$ cat config.mk
export PLATFORM = sky130hd
export DESIGN_NAME = idu_issue_sb
export DESIGN_NICKNAME = d
export VERILOG_FILES = /design/src/rtl/idu_issue_sb.sv
export SDC_FILE = /design/constraint.sdc
export NUM_CORES = 1
export LEC_CHECK = 0
export CAP_MARGIN = 20
export CORE_AREA = 2 2 249 251
export CTS_CLUSTER_SIZE = 20
export DETAILED_ROUTE_END_ITERATION = 8
export DIE_AREA = 0 0 251 253
export GPL_TIMING_DRIVEN = 0
export PLACE_DENSITY = 0.57
export RECOVER_POWER = 25
export SKIP_LAST_GASP = 1
export SLEW_MARGIN = 25
export SYNTH_ARGS = -nofsm -noshare
export SYNTH_HDL_FRONTEND = slang
export SYNTH_SLANG_ARGS = --single-unit
export TNS_END_PERCENT = 10
$ cat constraint.sdc
create_clock -name clk -period 6 [get_ports clk]
set_clock_uncertainty 0.15 [all_clocks]
set_input_delay 0.6 -clock clk [delete_from_list [all_inputs] [get_ports clk]]
set_output_delay 0.6 -clock clk [all_outputs]
set_load 0.02 [all_outputs]
$ cat src/rtl/idu_issue_sb.sv
// idu_issue_sb: single-entry issue register guarded by a 32-entry register
// scoreboard. Decode is held off on source (RAW), destination (WAW) and
// execution-unit (structural) hazards; writebacks clear scoreboard bits.
module idu_issue_sb #(
   parameter int XLEN      = 32,
   parameter int NUNITS    = 4,
   parameter int PAYLOAD_W = 256,
   parameter int UW        = ($clog2(NUNITS) > 1) ? $clog2(NUNITS) : 1
) (
   input  logic                  clk,
   input  logic                  rst_n,
   input  logic                  pipe_flush,
   input  logic                  dec_valid,
   output logic                  dec_ready,
   input  logic                  dec_rs1_en,
   input  logic                  dec_rs2_en,
   input  logic                  dec_rd_en,
   input  logic [4:0]            dec_rs1_addr,
   input  logic [4:0]            dec_rs2_addr,
   input  logic [4:0]            dec_rd_addr,
   input  logic [UW-1:0]         dec_unit,
   input  logic [PAYLOAD_W-1:0]  dec_payload,
   output logic                  iss_valid,
   input  logic                  iss_ready,
   output logic [UW-1:0]         iss_unit,
   output logic                  iss_rd_en,
   output logic [4:0]            iss_rd_addr,
   output logic [PAYLOAD_W-1:0]  iss_payload,
   input  logic [NUNITS-1:0]     unit_busy,
   input  logic [NUNITS-1:0]     wb_en,
   input  logic [5*NUNITS-1:0]   wb_rd_addr,
   output logic [31:0]           sb_pending,
   output logic [XLEN-1:0]       stall_cnt
);

   logic [31:0]           r_pending;
   logic                  r_iss_valid;
   logic [UW-1:0]         r_iss_unit;
   logic                  r_iss_rd_en;
   logic [4:0]            r_iss_rd_addr;
   logic [PAYLOAD_W-1:0]  r_iss_payload;
   logic [XLEN-1:0]       r_stall_cnt;

   logic [31:0]           w_wb_hit;
   logic [31:0]           w_set_mask;
   logic [31:0]           w_pending_nxt;
   logic                  w_struct_haz;
   logic                  w_rs1_haz;
   logic                  w_rs2_haz;
   logic                  w_rd_haz;
   logic                  w_iss_fire;
   logic                  w_free;
   logic                  w_accept;
   logic                  w_stall;

   // Collect every register being written back this cycle, across all units.
   // NOTE: every always_comb output gets a default before any conditional
   // write, so no path leaves it unassigned and no latch is inferred.
   always_comb begin
      w_wb_hit = '0;
      for (int u = 0; u < NUNITS; u++) begin
         if (wb_en[u]) w_wb_hit[wb_rd_addr[5*u +: 5]] = 1'b1;
      end
   end

   // Structural hazard: the target unit is busy; an index with no unit behind
   // it defaults to busy so it can never be issued.
   always_comb begin
      w_struct_haz = 1'b1;
      for (int u = 0; u < NUNITS; u++) begin
         if (dec_unit == UW'(u)) w_struct_haz = unit_busy[u];
      end
   end

   // A register is hazardous when it is pending without a same-cycle writeback,
   // or when it is the destination of the instruction sitting in the issue
   // register (which has not reached the scoreboard yet).
   assign w_rs1_haz = dec_rs1_en && (dec_rs1_addr != 5'd0) &&
                      ((r_pending[dec_rs1_addr] && !w_wb_hit[dec_rs1_addr]) ||
                       (r_iss_valid && r_iss_rd_en && (r_iss_rd_addr == dec_rs1_addr)));
   assign w_rs2_haz = dec_rs2_en && (dec_rs2_addr != 5'd0) &&
                      ((r_pending[dec_rs2_addr] && !w_wb_hit[dec_rs2_addr]) ||
                       (r_iss_valid && r_iss_rd_en && (r_iss_rd_addr == dec_rs2_addr)));
   assign w_rd_haz  = dec_rd_en && (dec_rd_addr != 5'd0) &&
                      ((r_pending[dec_rd_addr] && !w_wb_hit[dec_rd_addr]) ||
                       (r_iss_valid && r_iss_rd_en && (r_iss_rd_addr == dec_rd_addr)));

   assign w_iss_fire = r_iss_valid && iss_ready;
   assign w_free     = !r_iss_valid || iss_ready;
   assign dec_ready  = w_free && !w_rs1_haz && !w_rs2_haz && !w_rd_haz &&
                       !w_struct_haz && !pipe_flush;
   assign w_accept   = dec_valid && dec_ready;
   assign w_stall    = dec_valid && !dec_ready && !pipe_flush;

   // Mark the destination of an instruction leaving for the EXU; a flushed
   // entry never reaches the scoreboard.
   always_comb begin
      w_set_mask = '0;
      if (w_iss_fire && r_iss_rd_en && !pipe_flush) w_set_mask[r_iss_rd_addr] = 1'b1;
   end

   // Set wins over a same-cycle clear; x0 is never tracked.
   assign w_pending_nxt = ((r_pending & ~w_wb_hit) | w_set_mask) & ~32'd1;

   // Scoreboard state.
   // NOTE: sequential state uses non-blocking assignments so every register
   // samples the pre-edge values regardless of statement order.
   always_ff @(posedge clk or negedge rst_n) begin
      if (!rst_n) r_pending <= '0;
      else        r_pending <= w_pending_nxt;
   end

   // Issue register: load on accept, drop on flush or hand-off, else hold.
   // The payload is reset as well so a dropped instruction leaves no trace.
   always_ff @(posedge clk or negedge rst_n) begin
      if (!rst_n) begin
         r_iss_valid   <= 1'b0;
         r_iss_unit    <= '0;
         r_iss_rd_en   <= 1'b0;
         r_iss_rd_addr <= '0;
         r_iss_payload <= '0;
      end else if (w_accept) begin
         r_iss_valid   <= 1'b1;
         r_iss_unit    <= dec_unit;
         r_iss_rd_en   <= dec_rd_en;
         r_iss_rd_addr <= dec_rd_addr;
         r_iss_payload <= dec_payload;
      end else if (pipe_flush || w_iss_fire) begin
         r_iss_valid   <= 1'b0;
      end
   end

   // Saturating count of cycles decode was held off.
   always_ff @(posedge clk or negedge rst_n) begin
      if (!rst_n)                               r_stall_cnt <= '0;
      else if (w_stall && (r_stall_cnt != '1))  r_stall_cnt <= r_stall_cnt + XLEN'(1);
   end

   assign iss_valid   = r_iss_valid;
   assign iss_unit    = r_iss_unit;
   assign iss_rd_en   = r_iss_rd_en;
   assign iss_rd_addr = r_iss_rd_addr;
   assign iss_payload = r_iss_payload;
   assign sb_pending  = r_pending;
   assign stall_cnt   = r_stall_cnt;

endmodule

==> results.txt <==
----------------------------------------------------
[Routing]
  Vias per Instance ... slightly below 5
  Met2 WL post-DR ... between 30000 and 40000 um
  Highest signal layer in the routed design ... met5
  Initial DRT Pass Iterations ... 5
  Vias post-DR ... 13350
  Remaining design rule violation count ... 0
  Sum of met3 wire segment lengths after detailed routing ... 6290 um
  Met1 WL ... 25300 um
  Wire length reported by the detailed router ... 63900 um
  Routed Antenna Nets ... 0
  DRC violation total after the first TritonRoute iteration ... 1026
  Routed WL per cell ... 23.5 um

[Power and ir drop]
  Sequential fraction of design power ... 0.345
  Cell leakage power ... between 9 and 10 nW
  Switching power of the nets ... 3.20 mW
  Peak VDD IR ... between 200 and 300 uV
  Fraction of power consumed by the clock network ... 0.275
  Logic pwr share ... 0.381
  Switching power share of the total ... 0.340
  Internal power ... just over 6 mW
  Ratio of total power to cell area ... 385 nW/um^2

[Status]
  Violations in the final reports ... max-capacitance violations, max-slew violations
  Run status ... finished with violations

[Timing]
  Tightest Pin Transition ... 2870 ps
  Setup repair after global routing missed its margin ... false
  Final setup TNS ... 0 ps
  Fmax ... 173 MHz
  Final worst-path setup slack ... 212 ps
  Crit path time final ... 5790 ps
  Final-report hold violation count ... 0
  Worst slew margin ... -0.912
  Final setup fails ... 0
  Max-slew violation total from the final report ... around 130
  Final worst path period share ... 0.965

[Floorplan]
  Core ar. ... 61000 um^2
  Die width ... roughly 250 um
  Effective utilization at floorplan ... 0.257
  I/O pin count ... 639
  Die height ... 253 um
  Die footprint ... 63500 um^2
  Standard-cell rows ... 91

[Placement]
  Placement Setup Slack ... 246 ps
  Routability congestion estimate from global placement ... 0.908
  Post-placement cell count ... 2651
  Port Buffers ... around 630
  Total cell area at the placement stage ... approximately 23000 um^2
  Post-DP HPWL ... 50300 um

[Logic synthesis]
  Flops & latches, synth ... 328
  Synth Flop Type ... dfrtp_1
  Count of warnings emitted by yosys ... 0
  Number of nets produced by synthesis ... 1538
  Number of instances in the synthesized netlist ... 1228
  Post-synth EDFFs ... 0
  Share of synthesized registers carrying an async set or reset ... 1.00
  Seq/Total Area, Yosys ... 0.523
  Cell Area, Synth ... around 16000 um^2
  Unique masters post-synth ... 69
  Syn Area/Cell ... 12.8 um^2

[Worst setup path]
  Setup Crit Path Kind ... in -> out
  Flop2flop setup slack ... ~2000 ps
  Critical path data arrival time ... 5040 ps
  Cell count of the worst reg-to-reg path ... 12
  Peak fanout along the critical path ... 10
  Capturing point of the worst reg2reg path ... iss_unit[0]
  Data required time at the worst endpoint ... 5250 ps
  Worst setup EP type ... primary output
  FF-to-FF Start ... iss_rd_addr[3]
  CP Launch Type ... input port

[Cells and area]
  Nets ... around 2200
  Post-route insts no fill ... 2726
  Fraction of final layout cells sized beyond drive strength 1 ... 0.0832
  Filler Cell Count ... 5790
  Area delta synth->final ... 55.9%
  Area of all placed cells without fillers ... 24400 um^2

[Global routing]
  Gr ovfl total ... 0
  Maximum number of pins on one net before global-route repair ... 85
  Number of global-route vias before repair ... 13768
  First-pass GRT wire length ... ~93000 um
  Antenna violations before repair ... 7
  Total routing resource utilization after global routing ... 0.194

[Clock network]
  TritonCTS clock tree ... done
  Maximum buffer depth of the clock tree ... 3
  CTS Root Cell ... clkbuf_16
  Number of levels in the clock H-tree ... 2
  Clock slew at the register clock pins of the worst setup and hold paths ... roughly 60 ps
  Number of buffers inserted during clock tree synthesis ... 40
  Worst skew pair latency ... 580 ps
  Number of clock sinks ... 328
  Post-CTS sizing ... 0

[Job]
  Max Cap Violations ... 2

[Hold path]
  Worst hold path type ... reg -> reg
  Capture endpoint of the worst hold path ... iss_payload[221]
  Launch point of the worst hold path ... iss_payload[221]
  Cell depth of the worst hold path ... 1

----------------------------------------------------
timing repair:
item,in CTS,in global routing
hold buffers,1,0
setup buffers,0,0
hold endpoints to repair,48,0
stage by stage:
step / total power [mW] / utilization / hold slack, ps
floorplan: 4.81 / - / 154
global placement: 6.86 / 0.376 / 318
detailed placement: 6.91 / 0.378 / 324
CTS: 9.56 / 0.401 / 337
global route: 9.84 / 0.401 / 346
finish: 9.42 / 0.401 / 331
worst max-delay path by stage:
stage	start	end	slack, ps	depth (start not counted)
after CTS	wb_rd_addr[9]	dec_ready	250	11
final	wb_rd_addr[8]	dec_ready	210	11
after global routing	wb_rd_addr[9]	dec_ready	40	11
after detailed placement	wb_rd_addr[9]	dec_ready	250	11
after global placement	rst_n	iss_payload[23]	-10640	1
after floorplan	wb_rd_addr[9]	dec_ready	2290	9
power by group through the flow:
stage	Combinational, mW	Sequential, mW	Clock (mW)
after floorplan	0.763	4.05	0
after detailed placement	3.63	3.28	0
after global routing	3.76	3.33	2.75
after global placement	3.60	3.27	0
final	3.58	3.25	2.59
after CTS	3.64	3.25	2.67
final cells by class:
| class | count | area (um^2) | share of cell area |
|---|---|---|---|
| inverter | 19 | 71.3 | 0.00292 |
| antenna | 2 | 5.00 | 0.000205 |
| buffer | 75 | 557 | 0.0228 |
| tap | 790 | 988 | 0.0404 |
| timing repair buffer | 634 | 6360 | 0.260 |
| clock inverter | 19 | 249 | 0.0102 |
| multi-input combinational | 806 | 6860 | 0.280 |
| sequential | 328 | 8210 | 0.336 |
| clock buffer | 53 | 1150 | 0.0471 |
flip-flops by register name (all words and copies together), names as in the netlist:
signal,count
iss_rd_addr,5
iss_rd_en,1
iss_unit,2
stall_cnt,32
sb_pending,31
iss_valid,1
iss_payload,256
cell usage after synthesis, types with 6 or more instances:
cell	instances	area, um^2
mux4_2	21	473
nand2b_1	10	62.6
inv_1	18	67.6
buf_6	16	180
o31ai_1	7	52.6
buf_8	12	180
o22ai_1	59	369
a22o_1	26	228
a211oi_1	6	45.0
nand4_1	20	125
nand3_1	23	115
nor2_1	49	184
a21oi_1	13	65.1
mux2_1	250	2820
xnor2_1	12	105
nor3_1	40	200
nor2b_1	13	81.3
clkbuf_1	33	124
o21ai_0	11	55.1
mux2i_1	8	80.1
nand4b_1	10	87.6
nor4_1	14	87.6
or4bb_1	8	90.1
and3_1	8	50.1
or2_2	7	43.8
xor2_1	33	289
nand2_1	52	195
mux2_2	16	180
nor3b_1	9	67.6
dfrtp_1	328	8210
worst max-delay path: stages:
cell and delay [ps]:
clkdlybuf4s50_1 570, or4b_1 670, o22ai_1 190, nor2_1 160, a2111oi_1 460, o41ai_1 150
a221oi_1 510, o2111ai_1 220, a21oi_2 330, clkbuf_1 450, clkdlybuf4s50_1 720
cells in the final DEF (no fill, tap or decap), types with 10 or more instances in the layout:
cell type	Yosys	final
nand2b_1	10	10
a21oi_1	13	13
mux4_2	21	21
clkdlybuf4s50_1	0	628
nand4_1	20	20
o22ai_1	59	59
a22o_1	26	26
nand2_1	52	52
mux2_1	250	250
nor4_1	14	14
dfrtp_1	328	328
buf_6	16	16
clkinv_2	0	10
nand4b_1	10	10
buf_8	12	12
nor3_1	40	40
nor2_1	49	49
clkbuf_16	0	41
xor2_1	33	33
clkbuf_1	33	38
mux2_2	16	16
nand3_1	23	23
xnor2_1	12	12
nor2b_1	13	13
o21ai_0	11	11
inv_1	18	18
logic make-up (layout without fill, tap and decap cells):
kind of cell,Yosys count,count (layout),synth area share
compound gates,172,172,0.0794
xor+xnor,45,45,0.0251
fa+ha+maj,1,1,0.000798
buf+inv,94,800,0.0400
flops,328,328,0.523
mux,295,295,0.226
other cells,1,3,0.000239
simple gates,292,292,0.105
routing by layer:
layer / vias to the layer above / track usage
li1: 5954 / -
met1: 6612 / 0.233
met2: 683 / 0.327
met3: 91 / 0.0697
met4: 10 / 0.0595
met5: - / 0
Power figures use the tool's default switching activity.
